[src/rtl/div_const_pkg.sv]
// Shared constants and types for the digit-serial divide-by-constant unit.
package div_const_pkg;
  localparam int W_DEF       = 16;
  localparam int DIVISOR_DEF = 11;
  localparam int REM_W       = 4;
  localparam int STEP_BITS   = 2;
  localparam int NSTEPS      = W_DEF / STEP_BITS;
  localparam int CNT_W       = $clog2(NSTEPS + 1);

  typedef enum logic [1:0] {
    IDLE = 2'd0,
    RUN  = 2'd1,
    DONE = 2'd2
  } div_state_t;
endpackage

[src/rtl/div_const_step.sv]
// One quotient-digit stage: folds STEP_BITS new dividend bits into the running
// remainder and divides by the constant. The caller keeps r_in < DIVISOR, so
// t < 4*DIVISOR and the digit always fits STEP_BITS bits.
module div_const_step #(
  parameter int DIVISOR   = div_const_pkg::DIVISOR_DEF,
  parameter int STEP_BITS = div_const_pkg::STEP_BITS
) (
  input  logic [div_const_pkg::REM_W-1:0] r_in,
  input  logic [STEP_BITS-1:0]            d_in,
  output logic [STEP_BITS-1:0]            q_dig,
  output logic [div_const_pkg::REM_W-1:0] r_out
);
  import div_const_pkg::*;

  localparam int TW = REM_W + STEP_BITS;

  logic [TW-1:0] t;

  // Constant-divisor step; synthesises to a small lookup table.
  always_comb begin
    t     = {r_in, d_in};
    q_dig = STEP_BITS'(t / TW'(DIVISOR));
    r_out = REM_W'(t % TW'(DIVISOR));
  end
endmodule

[src/rtl/div_const_seq.sv]
// Digit-serial divide-by-constant: W-bit unsigned dividend / DIVISOR, retiring
// STEP_BITS bits per cycle MSB first. Accept edge E0, steps on E1..E8, result
// held in DONE until taken.
// Handshake: a transfer happens on a rising edge where valid && ready are both
// high; in_ready is high only in IDLE, out_valid only in DONE, and out_valid
// never drops until out_ready takes the result.
// Optional build macro: DIV_CONST_SELFCHECK_EN adds a dividend shadow register
// and the registered chk_err output.
module div_const_seq #(
  parameter int W         = div_const_pkg::W_DEF,
  parameter int DIVISOR   = div_const_pkg::DIVISOR_DEF,
  parameter int STEP_BITS = div_const_pkg::STEP_BITS
) (
  input  logic                            clk,
  input  logic                            rst_n,
  input  logic                            in_valid,
  output logic                            in_ready,
  input  logic [W-1:0]                    in_data,
  output logic                            out_valid,
  input  logic                            out_ready,
  output logic [W-1:0]                    out_quot,
  output logic [div_const_pkg::REM_W-1:0] out_rem
`ifdef DIV_CONST_SELFCHECK_EN
  ,
  output logic                            chk_err
`endif
);
  import div_const_pkg::*;

  localparam int STEPS = W / STEP_BITS;
  localparam int CNTW  = $clog2(STEPS + 1);
  localparam logic [CNTW-1:0] LAST_STEP = CNTW'(STEPS - 1);

  div_state_t           state_q, state_d;
  logic [CNTW-1:0]      cnt_q, cnt_d;
  logic [W-1:0]         dvd_q, dvd_d;
  logic [W-1:0]         quot_q, quot_d;
  logic [REM_W-1:0]     rem_q, rem_d;
  logic [STEP_BITS-1:0] q_dig;
  logic [REM_W-1:0]     r_next;

  div_const_step #(
    .DIVISOR   (DIVISOR),
    .STEP_BITS (STEP_BITS)
  ) u_step (
    .r_in  (rem_q),
    .d_in  (dvd_q[W-1 -: STEP_BITS]),
    .q_dig (q_dig),
    .r_out (r_next)
  );

  // Next-state, datapath updates and handshake outputs.
  always_comb begin
    state_d   = state_q;
    cnt_d     = cnt_q;
    dvd_d     = dvd_q;
    quot_d    = quot_q;
    rem_d     = rem_q;
    in_ready  = 1'b0;
    out_valid = 1'b0;
    case (state_q)
      IDLE: begin
        in_ready = 1'b1;
        if (in_valid) begin
          state_d = RUN;
          dvd_d   = in_data;
          quot_d  = '0;
          rem_d   = '0;
          cnt_d   = '0;
        end
      end
      RUN: begin
        dvd_d  = dvd_q << STEP_BITS;
        quot_d = {quot_q[W-STEP_BITS-1:0], q_dig};
        rem_d  = r_next;
        if (cnt_q == LAST_STEP) begin
          // Counter wraps here so it never exceeds STEPS-1.
          cnt_d   = '0;
          state_d = DONE;
        end else begin
          cnt_d = cnt_q + CNTW'(1);
        end
      end
      DONE: begin
        out_valid = 1'b1;
        if (out_ready) state_d = IDLE;
      end
      default: state_d = IDLE;
    endcase
  end

  // State and datapath registers.
  always_ff @(posedge clk or negedge rst_n) begin
    if (!rst_n) begin
      state_q <= IDLE;
      cnt_q   <= '0;
      dvd_q   <= '0;
      quot_q  <= '0;
      rem_q   <= '0;
    end else begin
      state_q <= state_d;
      cnt_q   <= cnt_d;
      dvd_q   <= dvd_d;
      quot_q  <= quot_d;
      rem_q   <= rem_d;
    end
  end

  assign out_quot = quot_q;
  assign out_rem  = rem_q;

`ifdef DIV_CONST_SELFCHECK_EN
  localparam int PW = W + REM_W;

  logic [W-1:0]  shadow_q, shadow_d;
  logic          chk_q, chk_d;
  logic [PW-1:0] recon;

  // Check is computed from the final-step values so it is ready with out_valid.
  always_comb begin
    shadow_d = shadow_q;
    chk_d    = chk_q;
    recon    = PW'(quot_d) * PW'(DIVISOR) + PW'(rem_d);
    if (state_q == IDLE) begin
      chk_d = 1'b0;
      if (in_valid) shadow_d = in_data;
    end else if (state_q == RUN && state_d == DONE) begin
      chk_d = (recon != PW'(shadow_q)) || (rem_d >= REM_W'(DIVISOR));
    end
  end

  // Shadow dividend and registered check flag.
  always_ff @(posedge clk or negedge rst_n) begin
    if (!rst_n) begin
      shadow_q <= '0;
      chk_q    <= 1'b0;
    end else begin
      shadow_q <= shadow_d;
      chk_q    <= chk_d;
    end
  end

  assign chk_err = chk_q;
`endif
endmodule

[config.mk]
export PLATFORM = sky130hd
export DESIGN_NAME = div_const_seq
export DESIGN_NICKNAME = d
export VERILOG_FILES = /design/src/rtl/div_const_pkg.sv /design/src/rtl/div_const_step.sv /design/src/rtl/div_const_seq.sv
export SDC_FILE = /design/constraint.sdc
export NUM_CORES = 1
export LEC_CHECK = 0
export BUFFER_PORTS_ARGS = -buffer_cell sky130_fd_sc_hd__buf_4
export CORE_MARGIN = 3
export CORE_UTILIZATION = 58
export CTS_BUF_LIST = sky130_fd_sc_hd__clkbuf_8 sky130_fd_sc_hd__clkbuf_16
export DETAILED_ROUTE_END_ITERATION = 8
export GPL_ROUTABILITY_DRIVEN = 0
export MAX_ROUTING_LAYER = met4
export PLACE_DENSITY = 0.89
export SLEW_MARGIN = 0
export SYNTH_ARGS = -nofsm -noshare
export SYNTH_HDL_FRONTEND = slang
export SYNTH_SLANG_ARGS = --single-unit
[constraint.sdc]
create_clock -name clk -period 10.68 [get_ports clk]
set_clock_uncertainty 0.2 [all_clocks]
set_input_delay 2.136 -clock clk [delete_from_list [all_inputs] [get_ports clk]]
set_output_delay 2.136 -clock clk [all_outputs]
set_load 0.05 [all_outputs]
==> reports/results.md, run 1 <==
| Quantity | Reported |
|---|---|
| Arr. time, crit path | 3700 ps |
| Max-slew headroom | 30.8% |
| Main area contributors after synthesis | dfrtp_1, a22o_1, mux2i_1 |
| Worst path cell trace | ha_1 > o21ai_2 > xnor2_1 > ha_1 > o31ai_1 > a21oi_2 > a211oi_4 > xnor2_1 > ha_1 > nor2_1 > mux2_4 > o2111ai_1 > o211ai_2 |
| Kind of start point of the critical path | register |
| Sinks on Clock Net | 42 |
| H-tree depth | 2 |
| Commonest non-fill, non-tap cell in the layout | dfrtp_1 |
| Cell type contributing the most total cell area after synthesis | dfrtp_1 |
| Standard-cell rows | 21 |
| Maximum achievable frequency | 0.269 GHz |
| Total of fill cells in the finished design | 257 |
| Synthesized net count | 217 |
| Crit path setup slack, layout | 6970 ps |
| Final-report max-slew violation count | 0 |
| CTS tree | built |
| Minimum clock period | 3710 ps |
| Die Footprint | 0.00439 mm² |
| Number of optimization iterations in the first detailed-route pass | 4 |
| Total placed instance area | 0.00245 mm² |
| Via count of the first global-routing pass | 1579 |
| Global Route Usage Sum | 22.8% |
| Slew @ Worst Pin | 1030 ps |
| Layout cell share with drive strength beyond 1 | 29.3% |
| Critical path's largest stage delay | 500 ps |
| Count of buffers added by post-CTS timing repair for setup | 0 |
| Main synth FF type | dfrtp_1 |
| Starting DRT DRC Count | 73 |
| Global-route wire length before repair | 7420 µm |
| Total setup violations reported at the end of the flow | 0 |
| Number of buffers and inverters on the critical path | 0 |
| DRC | 0 |
| Signed area change from the synthesized netlist to the final layout | 20.8% |
| Total grt overflow | 0 |
| Number of gates resized after CTS | 0 |
| X dimension of the die | 66.3 µm |
| Max capacitance violation total | 0 |
| Total detailed-routing wirelength | 4380 µm |
| Type of the setup path with the least slack | register to register |
| Die outline height | 66.3 µm |
| Post-synth EDFFs | 0 |
| Final worst path period share | 34.8% |
| Final net count | 255 |
| Design Power | 972 µW |
| Core ar. | 0.00342 mm² |
| Residual antenna-violating net count after detailed routing | 0 |
| Depth of the worst register-to-register path | 13 |
| Kind of path behind the tightest hold check | register to register |
| Detailed-route via count | 1630 |
| Final hold violation count | 0 |
| Result of the run | complete, no violations |
| Number of flip-flops and latches in the synthesized netlist | 42 |
| Sequential element share of the synthesized area | 49.9% |
| Count of warnings emitted by yosys | 0 |
| Post-Syn Area | 0.00211 mm² |
| Static Leak | 0.00123 µW |
| Largest net degree at the start of global routing | 54 |
| Ratio of routed vias to standard cells | 5.86 |
| Final core area utilization | 74.6% |
| Number of antenna violations at the first check in global routing | 0 |
| Average cell area after synthesis | 10.9 µm² |
| Per-cell routed wire length | 15.8 µm |
| Instance count of the mapped netlist | 193 |
| Final non-filler cell area | 0.00255 mm² |
| Ports placed on the boundary | 42 |
| Most prevalent standard cell on the critical path | ha_1 |
| Power per cell area | 382 mW/mm² |
| Initial Util | 61.7% |
| Area share of the largest cell type after synthesis | 49.9% |
| Post-synthesis cell type count | 39 |
| Most used cells in the layout excluding fill and tap cells | dfrtp_1, buf_4, nand2_1 |
| Clock Tree Root | clkbuf_8 |
| Number of CTS-inserted buffers | 5 |
| Hold-fix buffer count after cts | 0 |
| Worst-Skew Late Latency | 300 ps |
| WP depth | 13 |
| Clock Tree Buf Depth | 2 |
| Clock-pin slew on the worst setup and hold paths | 80 ps |
| Share of synthesized registers carrying an async set or reset | 100% |
| CP top delay family | compound AO/OA/AOI/OAI gates |
| RSZ-0062 raised after global routing | no |
| Nature of the critical path endpoint | register |
| Post-detailed-placement half-perimeter wirelength | 3050 µm |
| Setup TNS Final | 0 ps |
| Min-Delay Path Depth | 2 |
| Worst-case setup slack after placement | 6970 ps |
| Critical-path cell with the highest stage delay | dfrtp_1 |
| Number of antenna repair diodes | 0 |
| Number of buffers added on ports | 41 |
| Worst-path maximum fanout | 9 |
| Worst IR drop on VDD | 0.000193 V |
| Data required, critical path | 10660 ps |
-- power breakdown --
| group | total, µW | switching [µW] | leakage [µW] | internal (µW) |
|---|---|---|---|---|
| registers | 296 | 68.2 | 0.000537 | 228 |
| logic | 570 | 339 | 0.000649 | 231 |
| clock network | 106 | 59.0 | 0.0000447 | 47.2 |
-- state kept, by name (all words and copies together), names as in the netlist --
register and cells:
dvd_q 16, out_quot 16, cnt_q 4, out_rem 4, state_q 2
-- synth_stat cells (2+ instances only) --
| cell type | n |
|---|---|
| clkbuf_1 | 9 |
| mux2_4 | 3 |
| a21oi_1 | 2 |
| o21ai_0 | 20 |
| xnor2_1 | 3 |
| o31ai_1 | 2 |
| inv_1 | 5 |
| nor2_1 | 7 |
| dfrtp_1 | 42 |
| mux2_2 | 2 |
| o211ai_2 | 2 |
| nor2b_1 | 5 |
| a22oi_1 | 2 |
| o2111ai_1 | 3 |
| nand3_1 | 2 |
| ha_1 | 4 |
| a22o_1 | 19 |
| nand2_1 | 28 |
| mux2i_1 | 13 |
-- tightest hold or removal path: stages (launching register included) --
cell	delay (ps)
dfrtp_1	350
nand2_1	50
o21ai_0	70
-- layer usage --
metal	GRT usage, %	up-vias	share of wire, %
met5	-	-	0
met4	7.61	0	1.5
met3	4.08	6	4.9
met2	38.5	41	52
met1	27.5	799	41
li1	-	784	-
-- stage by stage --
stage / cells / hold WS (ps)
after floorplan: 193 / 250
after global placement: 270 / 261
after detailed placement: 270 / 277
after CTS: 278 / 296
after global routing: 278 / 320
final: 278 / 296
-- worst paths after layout --
path / slack (ps) / endpoint / start
max: 6970 / out_rem[1] / out_rem[0]
min: 300 / dvd_q[4] / dvd_q[4]
max reg2reg: 6970 / out_rem[1] / out_rem[0]
min reg2reg: 300 / dvd_q[4] / dvd_q[4]
max in group asynchronous: 8340 / state_q[0] / rst_n
min in group asynchronous: 1600 / out_quot[8] / rst_n
-- kinds of logic (layout without fill, tap and decap cells) --
kind of cell,after synthesis,count (layout),share of synthesized area [%]
compound gates,64,64,24.6
xor+xnor,4,4,1.66
fa+ha+maj,4,4,2.37
buf+inv,15,54,2.73
flops,42,42,49.9
mux,18,18,9.38
simple gates,46,46,9.38
-- area by class of cell --
type	instances	area, µm²	area share [%]
multi-input cells	136	1020	40.0
well taps	46	57.6	2.26
clock inverters	3	25.0	0.982
clock buffers	5	68.8	2.70
repair buffers	41	308	12.1
flip-flops and latches	42	1050	41.3
inverters	5	18.8	0.737
Power figures use the tool's default switching activity.
==> run 2: changes to the inputs <==
ABC_AREA = 1   (was unset)
CORE_UTILIZATION = 54   (was 58)
PLACE_DENSITY = 0.84   (was 0.89)
clock period = 3.5 ns   (was 10.68 ns; I/O delays follow)
==> reports/results.md, run 2 <==
| Quantity | Reported |
|---|---|
| Result of the run | complete, no violations |
| Post-synth EDFFs | 0 |
| Number of CTS-inserted buffers | 5 |
| Final worst path period share | 88.3% |
| CP top delay family | simple AND/OR/NAND/NOR gates |
| Die Footprint | 0.00477 mm² |
| Main synth FF type | dfrtp_1 |
| Max-slew headroom | 46.6% |
| Total setup violations reported at the end of the flow | 0 |
| Post-detailed-placement half-perimeter wirelength | 3150 µm |
| Number of gates resized after CTS | 0 |
| Kind of path behind the tightest hold check | primary input to asynchronous set/reset pin |
| Maximum achievable frequency | 0.324 GHz |
| Type of the setup path with the least slack | register to register |
| Final net count | 321 |
| Cell type contributing the most total cell area after synthesis | dfrtp_1 |
| Clock Tree Buf Depth | 2 |
| Kind of start point of the critical path | register |
| Share of synthesized registers carrying an async set or reset | 100% |
| Most used cells in the layout excluding fill and tap cells | nand2_1, dfrtp_1, buf_4 |
| Nature of the critical path endpoint | register |
| Number of buffers and inverters on the critical path | 3 |
| Final hold violation count | 0 |
| Ratio of routed vias to standard cells | 5.34 |
| Residual antenna-violating net count after detailed routing | 0 |
| Crit path setup slack, layout | 410 ps |
| Hold-fix buffer count after cts | 0 |
| Die outline height | 69.1 µm |
| Synthesized net count | 281 |
| Max capacitance violation total | 0 |
| Via count of the first global-routing pass | 1814 |
| Total of fill cells in the finished design | 308 |
| Core ar. | 0.00374 mm² |
| Clock Tree Root | clkbuf_8 |
| Sinks on Clock Net | 42 |
| Worst-path maximum fanout | 8 |
| Initial Util | 57.4% |
| Number of optimization iterations in the first detailed-route pass | 6 |
| Global Route Usage Sum | 20.2% |
| Total detailed-routing wirelength | 4450 µm |
| Post-Syn Area | 0.00215 mm² |
| Worst path cell trace | ha_1 > inv_1 > nand2_1 > nand3b_1 > nand2_2 > ha_1 > inv_1 > nand3_2 > a21oi_4 > nand3_1 > and2_1 > ha_1 > inv_1 > nand3_1 > nand2_2 > nand2_4 > nand2_1 > nand2_1 > nand3_1 > nand2_1 |
| Layout cell share with drive strength beyond 1 | 23.2% |
| Most frequent cells after synthesis | nand2_1, dfrtp_1, inv_1, nor2_1, o21ai_0 |
| Critical-path cell with the highest stage delay | dfrtp_1 |
| Worst-Skew Late Latency | 290 ps |
| Critical path's largest stage delay | 450 ps |
| RSZ-0062 raised after global routing | no |
| Main area contributors after synthesis | dfrtp_1, nand2_1, inv_1 |
| Number of antenna repair diodes | 0 |
| DRC | 0 |
| Slew @ Worst Pin | 799 ps |
| Signed area change from the synthesized netlist to the final layout | 21.9% |
| Starting DRT DRC Count | 112 |
| Total grt overflow | 0 |
| H-tree depth | 2 |
| Per-cell routed wire length | 12.9 µm |
| Count of warnings emitted by yosys | 0 |
| Number of antenna violations at the first check in global routing | 0 |
| CTS tree | built |
| Final core area utilization | 69.9% |
| Standard-cell rows | 22 |
| Worst-case setup slack after placement | 403 ps |
| Data required, critical path | 3490 ps |
| Largest net degree at the start of global routing | 43 |
| Count of buffers added by post-CTS timing repair for setup | 0 |
| Global-route wire length before repair | 7880 µm |
| Final-report max-slew violation count | 0 |
| Arr. time, crit path | 3080 ps |
| Commonest non-fill, non-tap cell in the layout | nand2_1 |
| Number of flip-flops and latches in the synthesized netlist | 42 |
| Instance count of the mapped netlist | 257 |
| Area share of the largest cell type after synthesis | 49.0% |
| Sequential element share of the synthesized area | 49.0% |
| Number of buffers added on ports | 41 |
| Post-synthesis cell type count | 30 |
| Setup TNS Final | 0 ps |
| Average cell area after synthesis | 8.35 µm² |
| Most numerous cell in the Yosys netlist | nand2_1 |
| Ports placed on the boundary | 42 |
| Total placed instance area | 0.00248 mm² |
| Final non-filler cell area | 0.00262 mm² |
| X dimension of the die | 69.1 µm |
| Most prevalent standard cell on the critical path | nand2_1 |
| Clock-pin slew on the worst setup and hold paths | 80 ps |
| Detailed-route via count | 1846 |
| Minimum clock period | 3090 ps |
-- run 2: kinds of logic after synthesis --
logic type,synth area share [%]
simple gates,23.0
compound gates,16.4
buf+inv,8.51
xor+xnor,0.816
flops,49.0
fa+ha+maj,2.33
-- run 2: worst paths after layout --
path,start,slack [ps],endpoint,cells after the start
worst max-delay path,out_rem[0],410,out_rem[3],20
worst min-delay path,rst_n,170,out_quot[13],1
worst max register to register,out_rem[0],410,out_rem[3],20
worst min register to register,dvd_q[2],310,dvd_q[2],2
max in group asynchronous,rst_n,2570,dvd_q[10],1
min in group clk,dvd_q[2],310,dvd_q[2],2
-- run 2: per-layer routing --
layer	vias up	GRT usage, %	share of wire [%]
met1	885	25.6	43
met4	0	3.90	0.38
met2	45	33.2	51
li1	914	-	-
met5	-	-	0
met3	2	5.10	5.1
-- run 2: area by class of cell --
type | count | area (µm²) | area share, %
clock buffer | 5 | 68.8 | 2.63
clock inverter | 3 | 68.8 | 2.63
inverter | 37 | 139 | 5.31
multi-input combinational | 169 | 913 | 34.9
sequential | 42 | 1050 | 40.2
tap | 48 | 60.1 | 2.30
timing repair buffer | 42 | 315 | 12.1
-- run 2: stage by stage --
| step | hold slack (ps) | cells |
|---|---|---|
| 2_1_floorplan | 204 | 257 |
| 3_3_place_gp | 282 | 338 |
| 6_report | 172 | 346 |
| 4_1_cts | 194 | 346 |
| 5_1_grt | 204 | 346 |
| 3_5_place_dp | 283 | 338 |
Power of run 2 is left out: the tool's default activity adds up to more than one toggle a clock period on the data nets, which glitch-free logic cannot reach.
